$ cat config.mk
export PLATFORM = sky130hd
export DESIGN_NAME = ir_fetch_loader_flat
export DESIGN_NICKNAME = d
export VERILOG_FILES = /design/src/rtl/ir_fetch_loader_if.sv /design/src/rtl/ir_fetch_loader.sv /design/src/flat_wrapper.sv
export SDC_FILE = /design/constraint.sdc
export NUM_CORES = 1
export LEC_CHECK = 0
export BUFFER_PORTS_ARGS = -buffer_cell sky130_fd_sc_hd__buf_2
export CAP_MARGIN = 20
export CORE_AREA = 10 10 102 104
export CTS_CLUSTER_DIAMETER = 60
export CTS_CLUSTER_SIZE = 30
export DETAILED_ROUTE_END_ITERATION = 7
export DIE_AREA = 0 0 112 114
export GPL_ROUTABILITY_DRIVEN = 0
export PLACE_DENSITY_LB_ADDON = 0.15
export SETUP_SLACK_MARGIN = 0.2
export SLEW_MARGIN = 30
export SYNTH_ARGS = -nofsm -noshare
export SYNTH_HDL_FRONTEND = slang
export SYNTH_SLANG_ARGS = --single-unit
$ cat constraint.sdc
create_clock -name clk -period 4.5 [get_ports clk]
set_clock_uncertainty 0.1 [all_clocks]
set_input_delay 0.45 -clock clk [delete_from_list [all_inputs] [get_ports clk]]
set_output_delay 0.45 -clock clk [all_outputs]
set_load 0.1 [all_outputs]
$ cat src/rtl/ir_fetch_loader_if.sv
// Bus bundle between ir_fetch_loader and its cache / IR register file.
//   init, en      : sequence start requests (sampled only in IDLE)
//   data_in       : cache read data, valid the cycle after cache_ren
//   cache_ren     : cache read strobe, addr_bus its address
//   ir_wen        : IR register file write strobe, ir_waddr / ir_wdata
//   ir, operands  : last fetched opcode and operand words
//   ir_valid      : pulse when ir/operands update
//   busy, done    : activity level and completion pulse
interface ir_fetch_loader_if #(
    parameter int unsigned DATA_WIDTH   = 8,
    parameter int unsigned ADDR_WIDTH   = 8,
    parameter int unsigned NUM_OPERANDS = 3
);
    logic                               init;
    logic                               en;
    logic [DATA_WIDTH-1:0]              data_in;
    logic                               cache_ren;
    logic [ADDR_WIDTH-1:0]              addr_bus;
    logic                               ir_wen;
    logic [ADDR_WIDTH-1:0]              ir_waddr;
    logic [DATA_WIDTH-1:0]              ir_wdata;
    logic [DATA_WIDTH-1:0]              ir;
    logic [NUM_OPERANDS*DATA_WIDTH-1:0] operands;
    logic                               ir_valid;
    logic                               busy;
    logic                               done;

    // Environment side: drives requests and cache data.
    modport master (
        output init, en, data_in,
        input  cache_ren, addr_bus, ir_wen, ir_waddr, ir_wdata,
        input  ir, operands, ir_valid, busy, done
    );

    // Loader side.
    modport slave (
        input  init, en, data_in,
        output cache_ren, addr_bus, ir_wen, ir_waddr, ir_wdata,
        output ir, operands, ir_valid, busy, done
    );
endinterface

$ cat src/rtl/ir_fetch_loader.sv
// Instruction fetch / IR register file loader.
// Copies INIT_LINES cache words into the IR register file on init, fetches
// one opcode plus NUM_OPERANDS operands at pc on en, and for LOAD_OPCODE
// copies operand2 words from cache[operand0] to IR file[operand1].
// Ports: clk, rst_n (async active-low), bus (ir_fetch_loader_if.slave).
// Strobes and addresses are decoded from the current state so a read or
// write is visible in the same cycle as its state; ir/operands, ir_valid and
// done are registered.
module ir_fetch_loader #(
    parameter int unsigned           DATA_WIDTH   = 8,
    parameter int unsigned           ADDR_WIDTH   = 8,
    parameter int unsigned           INIT_LINES   = 256,
    parameter int unsigned           NUM_OPERANDS = 3,
    parameter logic [DATA_WIDTH-1:0] LOAD_OPCODE  = DATA_WIDTH'(1)
) (
    input  logic              clk,
    input  logic              rst_n,
    ir_fetch_loader_if.slave  bus
);

    localparam int unsigned KW  = $clog2(NUM_OPERANDS + 1);
    localparam int unsigned OPW = NUM_OPERANDS * DATA_WIDTH;
    localparam logic [ADDR_WIDTH-1:0] LAST_LINE = ADDR_WIDTH'(INIT_LINES - 1);
    localparam logic [KW-1:0]         LAST_K    = KW'(NUM_OPERANDS);
    localparam logic [ADDR_WIDTH-1:0] PC_STEP   = ADDR_WIDTH'(NUM_OPERANDS + 1);

    typedef enum logic [2:0] {
        S_IDLE,
        S_INIT_RD,
        S_INIT_WR,
        S_FETCH_RD,
        S_FETCH_CAP,
        S_LOAD_RD,
        S_LOAD_WR
    } state_t;

    state_t                state_q, state_d;
    logic [ADDR_WIDTH-1:0] cnt_q, cnt_d;
    logic [KW-1:0]         k_q, k_d;
    logic [ADDR_WIDTH-1:0] pc_q, pc_d;
    logic [ADDR_WIDTH-1:0] src_q, src_d;
    logic [ADDR_WIDTH-1:0] dst_q, dst_d;
    logic [DATA_WIDTH-1:0] rem_q, rem_d;
    logic [DATA_WIDTH-1:0] ir_q, ir_d;
    logic [OPW-1:0]        operands_q, operands_d;
    logic                  ir_valid_q, ir_valid_d;
    logic                  done_q, done_d;

    logic                  cache_ren_c;
    logic                  ir_wen_c;
    logic [ADDR_WIDTH-1:0] addr_c;
    logic [ADDR_WIDTH-1:0] waddr_c;
    logic [DATA_WIDTH-1:0] wdata_c;
    logic [DATA_WIDTH-1:0] op0_c, op1_c, op2_c;

    // State and datapath registers.
    always_ff @(posedge clk or negedge rst_n) begin
        if (!rst_n) begin
            state_q    <= S_IDLE;
            cnt_q      <= '0;
            k_q        <= '0;
            pc_q       <= '0;
            src_q      <= '0;
            dst_q      <= '0;
            rem_q      <= '0;
            ir_q       <= '0;
            operands_q <= '0;
            ir_valid_q <= 1'b0;
            done_q     <= 1'b0;
        end else begin
            state_q    <= state_d;
            cnt_q      <= cnt_d;
            k_q        <= k_d;
            pc_q       <= pc_d;
            src_q      <= src_d;
            dst_q      <= dst_d;
            rem_q      <= rem_d;
            ir_q       <= ir_d;
            operands_q <= operands_d;
            ir_valid_q <= ir_valid_d;
            done_q     <= done_d;
        end
    end

    // Next-state, datapath updates and state-decoded strobes.
    always_comb begin
        state_d     = state_q;
        cnt_d       = cnt_q;
        k_d         = k_q;
        pc_d        = pc_q;
        src_d       = src_q;
        dst_d       = dst_q;
        rem_d       = rem_q;
        ir_d        = ir_q;
        operands_d  = operands_q;
        ir_valid_d  = 1'b0;
        done_d      = 1'b0;
        cache_ren_c = 1'b0;
        ir_wen_c    = 1'b0;
        addr_c      = '0;
        waddr_c     = '0;
        wdata_c     = '0;
        op0_c       = '0;
        op1_c       = '0;
        op2_c       = '0;

        case (state_q)
            S_IDLE: begin
                if (bus.init) begin
                    state_d = S_INIT_RD;
                    cnt_d   = '0;
                end else if (bus.en) begin
                    state_d = S_FETCH_RD;
                    k_d     = '0;
                end
            end

            S_INIT_RD: begin
                cache_ren_c = 1'b1;
                addr_c      = cnt_q;
                state_d     = S_INIT_WR;
            end

            S_INIT_WR: begin
                ir_wen_c = 1'b1;
                waddr_c  = cnt_q;
                wdata_c  = bus.data_in;
                if (cnt_q == LAST_LINE) begin
                    state_d = S_IDLE;
                    done_d  = 1'b1;
                end else begin
                    cnt_d   = cnt_q + ADDR_WIDTH'(1);
                    state_d = S_INIT_RD;
                end
            end

            S_FETCH_RD: begin
                cache_ren_c = 1'b1;
                addr_c      = pc_q + ADDR_WIDTH'(k_q);
                state_d     = S_FETCH_CAP;
            end

            S_FETCH_CAP: begin
                // k=0 is the opcode, k>=1 lands in operand k-1.
                if (k_q == '0) begin
                    ir_d = bus.data_in;
                end
                for (int unsigned i = 0; i < NUM_OPERANDS; i++) begin
                    if (k_q == KW'(i + 1)) begin
                        operands_d[i*DATA_WIDTH +: DATA_WIDTH] = bus.data_in;
                    end
                end
                if (k_q != LAST_K) begin
                    k_d     = k_q + KW'(1);
                    state_d = S_FETCH_RD;
                end else begin
                    // Decide on the freshly captured operands, not the stale ones.
                    op0_c      = operands_d[0 +: DATA_WIDTH];
                    op1_c      = operands_d[DATA_WIDTH +: DATA_WIDTH];
                    op2_c      = operands_d[2*DATA_WIDTH +: DATA_WIDTH];
                    pc_d       = pc_q + PC_STEP;
                    ir_valid_d = 1'b1;
                    if ((ir_q == LOAD_OPCODE) && (op2_c != '0)) begin
                        src_d   = ADDR_WIDTH'(op0_c);
                        dst_d   = ADDR_WIDTH'(op1_c);
                        rem_d   = op2_c;
                        state_d = S_LOAD_RD;
                    end else begin
                        done_d  = 1'b1;
                        state_d = S_IDLE;
                    end
                end
            end

            S_LOAD_RD: begin
                cache_ren_c = 1'b1;
                addr_c      = src_q;
                state_d     = S_LOAD_WR;
            end

            S_LOAD_WR: begin
                ir_wen_c = 1'b1;
                waddr_c  = dst_q;
                wdata_c  = bus.data_in;
                src_d    = src_q + ADDR_WIDTH'(1);
                dst_d    = dst_q + ADDR_WIDTH'(1);
                rem_d    = rem_q - DATA_WIDTH'(1);
                if (rem_q == DATA_WIDTH'(1)) begin
                    done_d  = 1'b1;
                    state_d = S_IDLE;
                end else begin
                    state_d = S_LOAD_RD;
                end
            end

            default: begin
                state_d = S_IDLE;
            end
        endcase
    end

    assign bus.cache_ren = cache_ren_c;
    assign bus.addr_bus  = addr_c;
    assign bus.ir_wen    = ir_wen_c;
    assign bus.ir_waddr  = waddr_c;
    assign bus.ir_wdata  = wdata_c;
    assign bus.ir        = ir_q;
    assign bus.operands  = operands_q;
    assign bus.ir_valid  = ir_valid_q;
    assign bus.done      = done_q;
    assign bus.busy      = (state_q != S_IDLE);

endmodule

$ cat src/flat_wrapper.sv
// flat-port wrapper written by rule: the top's interface ports become plain ports
module ir_fetch_loader_flat 
#(
    parameter int unsigned           DATA_WIDTH   = 8,
    parameter int unsigned           ADDR_WIDTH   = 8,
    parameter int unsigned           INIT_LINES   = 256,
    parameter int unsigned           NUM_OPERANDS = 3,
    parameter logic [DATA_WIDTH-1:0] LOAD_OPCODE  = DATA_WIDTH'(1)
)
  (clk, rst_n, bus_init, bus_en, bus_data_in, bus_cache_ren, bus_addr_bus, bus_ir_wen, bus_ir_waddr, bus_ir_wdata, bus_ir, bus_operands, bus_ir_valid, bus_busy, bus_done);
  ir_fetch_loader_if #(.DATA_WIDTH(DATA_WIDTH), .ADDR_WIDTH(ADDR_WIDTH), .NUM_OPERANDS(NUM_OPERANDS)) bus_i ();
  input  logic clk;
  input  logic rst_n;
  input wire logic [$bits(bus_i.init)-1:0] bus_init;
  input wire logic [$bits(bus_i.en)-1:0] bus_en;
  input wire logic [$bits(bus_i.data_in)-1:0] bus_data_in;
  output wire logic [$bits(bus_i.cache_ren)-1:0] bus_cache_ren;
  output wire logic [$bits(bus_i.addr_bus)-1:0] bus_addr_bus;
  output wire logic [$bits(bus_i.ir_wen)-1:0] bus_ir_wen;
  output wire logic [$bits(bus_i.ir_waddr)-1:0] bus_ir_waddr;
  output wire logic [$bits(bus_i.ir_wdata)-1:0] bus_ir_wdata;
  output wire logic [$bits(bus_i.ir)-1:0] bus_ir;
  output wire logic [$bits(bus_i.operands)-1:0] bus_operands;
  output wire logic [$bits(bus_i.ir_valid)-1:0] bus_ir_valid;
  output wire logic [$bits(bus_i.busy)-1:0] bus_busy;
  output wire logic [$bits(bus_i.done)-1:0] bus_done;
  assign bus_i.init = bus_init;
  assign bus_i.en = bus_en;
  assign bus_i.data_in = bus_data_in;
  assign bus_cache_ren = bus_i.cache_ren;
  assign bus_addr_bus = bus_i.addr_bus;
  assign bus_ir_wen = bus_i.ir_wen;
  assign bus_ir_waddr = bus_i.ir_waddr;
  assign bus_ir_wdata = bus_i.ir_wdata;
  assign bus_ir = bus_i.ir;
  assign bus_operands = bus_i.operands;
  assign bus_ir_valid = bus_i.ir_valid;
  assign bus_busy = bus_i.busy;
  assign bus_done = bus_i.done;
  ir_fetch_loader #(.DATA_WIDTH(DATA_WIDTH), .ADDR_WIDTH(ADDR_WIDTH), .INIT_LINES(INIT_LINES), .NUM_OPERANDS(NUM_OPERANDS), .LOAD_OPCODE(LOAD_OPCODE)) u_core (.clk(clk), .rst_n(rst_n), .bus(bus_i));
endmodule
==> results_dict.tcl, run 1 <==
set metrics [dict create \
    worst-endpoint-required_ps 4620 \
    clock_tree.root_cell "clkbuf_8" \
    asyncSetResetFlopFracSynth_pct 100.0 \
    post_route_drc 0 \
    synthMostInstantiatedCell "dfrtp_1" \
    cts.path.max_buffers 2 \
    drt-initial-drc-count 284 \
    critPathKind "reg -> reg" \
    synth_area_leader "dfrtp_1" \
    initial_drt_pass_iterations 4 \
    synthCells 466 \
    timing.rr.start "u_core.k_q[0]" \
    grt_pass1_wl_um 20680 \
    dieWidth_um 112 \
    dieArea_sq_um 12770 \
    worstPathCellList "ha_1, nand4bb_1, inv_1, o2111ai_2, a211oi_1, a311oi_1" \
    layout-area-overhead-vs-synth_pct 12.98 \
    netlist_area_sq_um 4501 \
    detailedPlacementHpwl_um 9106 \
    synthesis.area_per_instance_sq_um 9.658 \
    post_cts_resized 0 \
    placeableCoreArea_sq_um 8466 \
    maximum_number_of_pins_on_one_net_before_global_route_repair 78 \
    ys_ff_latch 77 \
    cts.clk_slew.worst_paths_ps 80 \
    finalHoldWorstSlack_ps 36.15 \
    antenna_cells_inserted 0 \
    detail_route.wl_per_cell_um 20.02 \
    clock.fmax_ghz 0.3188 \
    nNetsFinal 539 \
    globalRouteOverflowTotal 0 \
    final_max_slew_viol_count 0 \
    cp_data_arrival_time_ps 3260 \
    status "complete, no violations" \
    layout_min_cycle_time_ps 3137 \
    netlist_top_cells_area "dfrtp_1, mux2_2, mux2i_1" \
    critPathMaxFanout 14 \
    netlist.area_leader.share_pct 42.81 \
    fp-row-count 34 \
    floorplan.initialDensity_pct 53.16 \
    clock_tree.htree_level_count 3 \
    cts_inserted_buffers 9 \
    synth.net_count 488 \
    pre_cts_setup_slack_ps 1241 \
    layoutNonFillerInstCount 629 \
    tightest_slew_ps 762.2 \
    yosysUniqueCellTypes 67 \
    max-cap-violations 0 \
    antenna_found_initial 0 \
    grt_use_total_pct 19.68 \
    critical-path-max-stage-delay_ps 660 \
    first_global_vias 3836 \
    post_cts_hold_buffer_count 0 \
    number_of_nets_with_antenna_violations_after_routing 0 \
    synth_edf_count 0 \
    dp_cells 614 \
    vias 3880 \
    cts.repair_timing.setup_buffer_count 0 \
    finalCritPeriodShare_pct 69.71 \
    die_height_um 114 \
    max-slew-margin-rel_pct 48.71 \
    hold_violations 0 \
    hold_path_class "in -> async" \
    synth.yosys.warnings 0 \
    vias_per_inst 6.169 \
    cp-end-kind "register" \
    rsz0062_at_grt "false" \
    synth_top_flop_cell "dfrtp_1" \
    post-route-worst-setup-slack_ps 1363 \
    setup_total_negative_slack_ps 0 \
    finalWirelength_um 12590 \
    worst_setup_path_startpoint "u_core.k_q[0]" \
    port_buffers 72 \
    seq_area_frac_synth_pct 42.81 \
    cts.sinks 77 \
    number_of_setup_violations_in_the_final_report 0 \
    start_kind "register" \
    timing.reg2reg.setup_slack_ps 1360 \
    layout-drive-gt1-share_pct 23.80 \
    synth_common_cells "dfrtp_1, nand2_1, a21oi_1" \
    boundaryPins 73 \
    worst_path_max_delay_cell "nand4bb_1" \
    tritoncts_clock_tree "done" \
    critical_path.reg2reg.endpoint "u_core.src_q[7]" \
    timing.reg2reg.worst_path_depth 6 \
    insertion_delay_ps 340 \
]
## layer usage
layer / share of wire, % / GRT usage [%] / wire length [um] / vias up
li1: - / - / - / 1814
met1: 46 / 26.75 / 5818 / 1905
met2: 44 / 29.33 / 5590 / 145
met3: 7.8 / 5.407 / 978 / 16
met4: 1.6 / 7.191 / 204 / 0
met5: 0 / 0 / 0 / -
## worst max-delay path by stage
stage               slack, ps         endpoint
floorplan                 670    bus_cache_ren
global placement         1440  u_core.src_q[7]
detailed placement       1240  u_core.dst_q[5]
CTS                      1220  u_core.dst_q[5]
global route             1100  u_core.dst_q[5]
finish                   1360  u_core.src_q[7]
## critical path, delay by kind of cell (launching register included)
family	cells	cell delay, ps
DFF	1	400
adders and majority gates	1	510
AOI/OAI and AO/OA	3	790
buffers and inverters	1	540
and+or+nand+nor	1	660
## area by class of cell
type / count / area [sq um]
Fill cell: 769 / 3381
Timing Repair Buffer: 74 / 385.4
Inverter: 13 / 48.80
Tap cell: 108 / 135.1
Clock buffer: 11 / 131.4
Multi-Input combinational cell: 342 / 2384
Sequential cell: 77 / 1927
Clock inverter: 4 / 73.82
## through the flow
step / utilization (%) / area (sq um)
after CTS: 59.92 / 5072
after global routing: 60.07 / 5085
after floorplan: - / 4501
final: 60.07 / 5085
after global placement: 57.32 / 4852
after detailed placement: 57.49 / 4867
## flip-flops by register name, indices dropped and copies added (netlist names)
name,count
u_core.dst_q,8
u_core.pc_q,6
u_core.cnt_q,8
u_core.k_q,2
u_core.bus.done,1
u_core.bus.operands,24
u_core.rem_q,8
u_core.bus.ir_valid,1
u_core.state_q,3
u_core.src_q,8
u_core.bus.ir,8
## layout by cell type (no fill, tap or decap), types with 2 or more instances in the layout
cell type  Yosys  layout
a211oi_1      15      15
a21oi_1       29      29
a221oi_1       3       3
a311oi_1       3       3
and2_1        15      15
and3_1         5       5
and3b_1        2       2
buf_2          6      71
buf_6          2       2
bufinv_16      0       2
clkbuf_1      23       2
clkbuf_8       0       9
dfrtp_1       77      77
ha_1          10      10
inv_1         13      13
mux2_2        24      24
mux2i_1       23      23
nand2_1       54      54
nand2b_1      12      12
nand3_1       23      23
nand3b_1       2       2
nand4_1        3       3
nor2_1        12      12
nor2b_1       11      11
nor3_1        14      14
nor4_1         7       7
o2111ai_1      3       3
o211ai_1       2       2
o21ai_0       10      10
o221ai_1       2       2
o22ai_1        2       2
o311ai_1       3       3
o31a_1         3       3
o31ai_1        3       3
o41ai_1        2       2
or3_1          8       8
or4_1          2       2
or4_4          3       3
xnor2_1        4       4
## kinds of logic (layout without fill, tap and decap cells)
group,count (synthesis),after routing,synth area share (%)
muxes,47,47,11.12
adders and majority gates,10,10,2.780
xor gates and xnor gates,5,5,0.9730
AOI/OAI and AO/OA,97,97,15.82
and+or+nand+nor,183,183,21.99
DFF,77,77,42.81
buffers and inverters,47,102,4.504
Power of run 1 is not shown: default switching activity piles up to over one toggle a cycle in this logic, so the estimate is an artifact.
==> inputs of run 2 (changes only) <==
==> constraint.sdc (replaced) <==
create_clock -name clk -period 3 [get_ports clk]
set_clock_uncertainty 0.1 [all_clocks]
set_input_delay 0.3 -clock clk [delete_from_list [all_inputs] [get_ports clk]]
set_output_delay 0.3 -clock clk [all_outputs]
set_load 0.1 [all_outputs]
==> run 2 against run 1 <==
Largest cell class unchanged. Routed wire length fell by 0.69%. First-iteration DRC count is 8.5% lower. Critical path depth did not move. Via count rose by 0.52%. Sequential cell count unchanged. Highest routed layer unchanged. Die area unchanged. Register-to-register slack got worse by 700 ps. Setup slack worse by 1000 ps. Hold slack better by 140 ps. Utilization up 1.2 points.
==> results_dict.tcl, run 2 (same netlist as run 1, synthesis figures left out) <==
set metrics [dict create \
    status "complete, no violations" \
    insertion_delay_ps 350 \
    placeableCoreArea_sq_um 8466 \
    nFillCells 727 \
    detailedPlacementHpwl_um 9044 \
    finalCritPeriodShare_pct 88.09 \
    vias_per_inst 6.084 \
    detail_route.wl_per_cell_um 19.51 \
    worstHoldStart "bus_data_in[1]" \
    fp-row-count 34 \
    grt_pass1_wl_um 20410 \
    max-cap-violations 0 \
    cts.path.max_buffers 2 \
    setup_total_negative_slack_ps 0 \
    start_kind "register" \
    worst_setup_path_startpoint "u_core.state_q[2]" \
    met2_usage_pct 28.94 \
    number_of_nets_with_antenna_violations_after_routing 0 \
    nNetsFinal 551 \
    clock.fmax_ghz 0.3784 \
    worstPathCellList "buf_4, nand2b_1, a21oi_1, a21oi_1, nor2b_2, buf_2" \
    layout.cells.most_common_list "dfrtp_1, buf_2, nand2_1" \
    busiest_layer "met2" \
    dieWidth_um 112 \
    die_height_um 114 \
    worst_path_max_delay_cell "dfrtp_1" \
    post_route_drc 0 \
    vias 3900 \
    clock_tree.root_cell "clkbuf_8" \
    layout-drive-gt1-share_pct 27.77 \
    critPathMaxFanout 17 \
    cp-end-kind "primary output" \
    global_route.usage.met1_pct 26.52 \
    mostFrequentLayoutCell "dfrtp_1" \
    cp.buffers_inverters 2 \
    tightest_slew_ps 694.3 \
    globalRouteOverflowTotal 0 \
    layout-area-overhead-vs-synth_pct 15.26 \
    floorplan.initialDensity_pct 53.16 \
    dieArea_sq_um 12770 \
    max-slew-margin-rel_pct 53.72 \
    finalWirelength_um 12500 \
    cp_data_arrival_time_ps 2240 \
    antenna_cells_inserted 0 \
    port_buffers 72 \
    cts_inserted_buffers 9 \
    maximum_number_of_pins_on_one_net_before_global_route_repair 78 \
    critPathKind "reg -> out" \
    clock_tree.htree_level_count 3 \
    cts.sinks 77 \
    rsz0062_at_grt "false" \
    grt_use_met3_pct 5.144 \
    critical-path-max-stage-delay_ps 580 \
    largest_register_ff_count 24 \
    critical_path.reg2reg.endpoint "u_core.dst_q[2]" \
    first_global_vias 3909 \
    drt-initial-drc-count 260 \
    initial_drt_pass_iterations 5 \
    antenna_found_initial 0 \
    hold_path_class "in -> reg" \
    final_max_slew_viol_count 0 \
    path_delay_family "buffers and inverters" \
    cts.clk_slew.worst_paths_ps 80 \
    worst-endpoint-required_ps 2600 \
    boundaryPins 73 \
    grt_use_total_pct 19.52 \
    crit_end "bus_addr_bus[5]" \
    worstSetupPathDepth 6 \
    cpMostUsedCell "a21oi_1" \
    timing.reg2reg.worst_path_depth 6 \
    tritoncts_clock_tree "done" \
    timing.rr.start "u_core.state_q[2]" \
    hold_violations 0 \
    layout_min_cycle_time_ps 2643 \
    number_of_setup_violations_in_the_final_report 0 \
    timing.reg2reg.setup_slack_ps 660 \
    cts.repair_timing.setup_buffer_count 0 \
]
## run 2: cell types whose count changed in the layout (fill, tap and decap cells not counted), sizes merged
cell         before  now
clkbuf           11   13
bufinv            2    1
clkinvlp          0    1
buf              74   84
clkinv            2    1
dlygate4sd3       0    1
## run 2: cell type report
type / instances / area, sq um / area share, %
Clock buffer: 12 / 145.1 / 2.798
Multi-Input combinational cell: 342 / 2407 / 46.41
Timing Repair Buffer: 86 / 476.7 / 9.190
Sequential cell: 77 / 1928 / 37.17
Tap cell: 108 / 135.1 / 2.605
Clock inverter: 3 / 46.29 / 0.8924
Inverter: 13 / 48.80 / 0.9407
## run 2: worst min path at each step
stage                              end  slack, ps  depth (start not counted)
2_1_floorplan          u_core.bus.done       -100                          0
3_3_place_gp            u_core.pc_q[7]        360                          1
3_5_place_dp            u_core.pc_q[4]        280                          1
4_1_cts        u_core.bus.operands[17]        170                          3
5_1_grt        u_core.bus.operands[17]        180                          3
6_report       u_core.bus.operands[17]        180                          3
## run 2: metal layers
metal / vias to the layer above / wire, um
met3: 21 / 1028
met4: 0 / 243
met1: 1884 / 5760
met2: 167 / 5471
li1: 1828 / -
met5: - / 0
## run 2: what timing repair did
| item | CTS | global route |
|---|---|---|
| hold buffers | 1 | 0 |
| hold endpoints to repair | 77 | 0 |
| endpoints found under the setup margin | 0 | 8 |
| resized for setup | 0 | 2 |
## run 2: per-stage QoR
| stage | std cells | util (%) | cell area (sq um) | hold slack (ps) | worst slack (ps) |
|---|---|---|---|---|---|
| floorplan | 466 | - | 4537 | -95.59 | 58.26 |
| global placement | 625 | 58.81 | 4979 | 363.5 | 723.9 |
| detailed placement | 625 | 58.85 | 4982 | 284.1 | 673.4 |
| CTS | 641 | 61.23 | 5184 | 172.8 | 321.8 |
| global route | 641 | 61.28 | 5187 | 181.5 | 229.8 |
| finish | 641 | 61.28 | 5187 | 180.6 | 357.2 |
## run 2: worst min-delay path, delay by kind of cell
family / cells / cell delay, ps
simple gates: 2 / 120
buf+inv: 1 / 180
Power of run 2 is left out for the same reason.
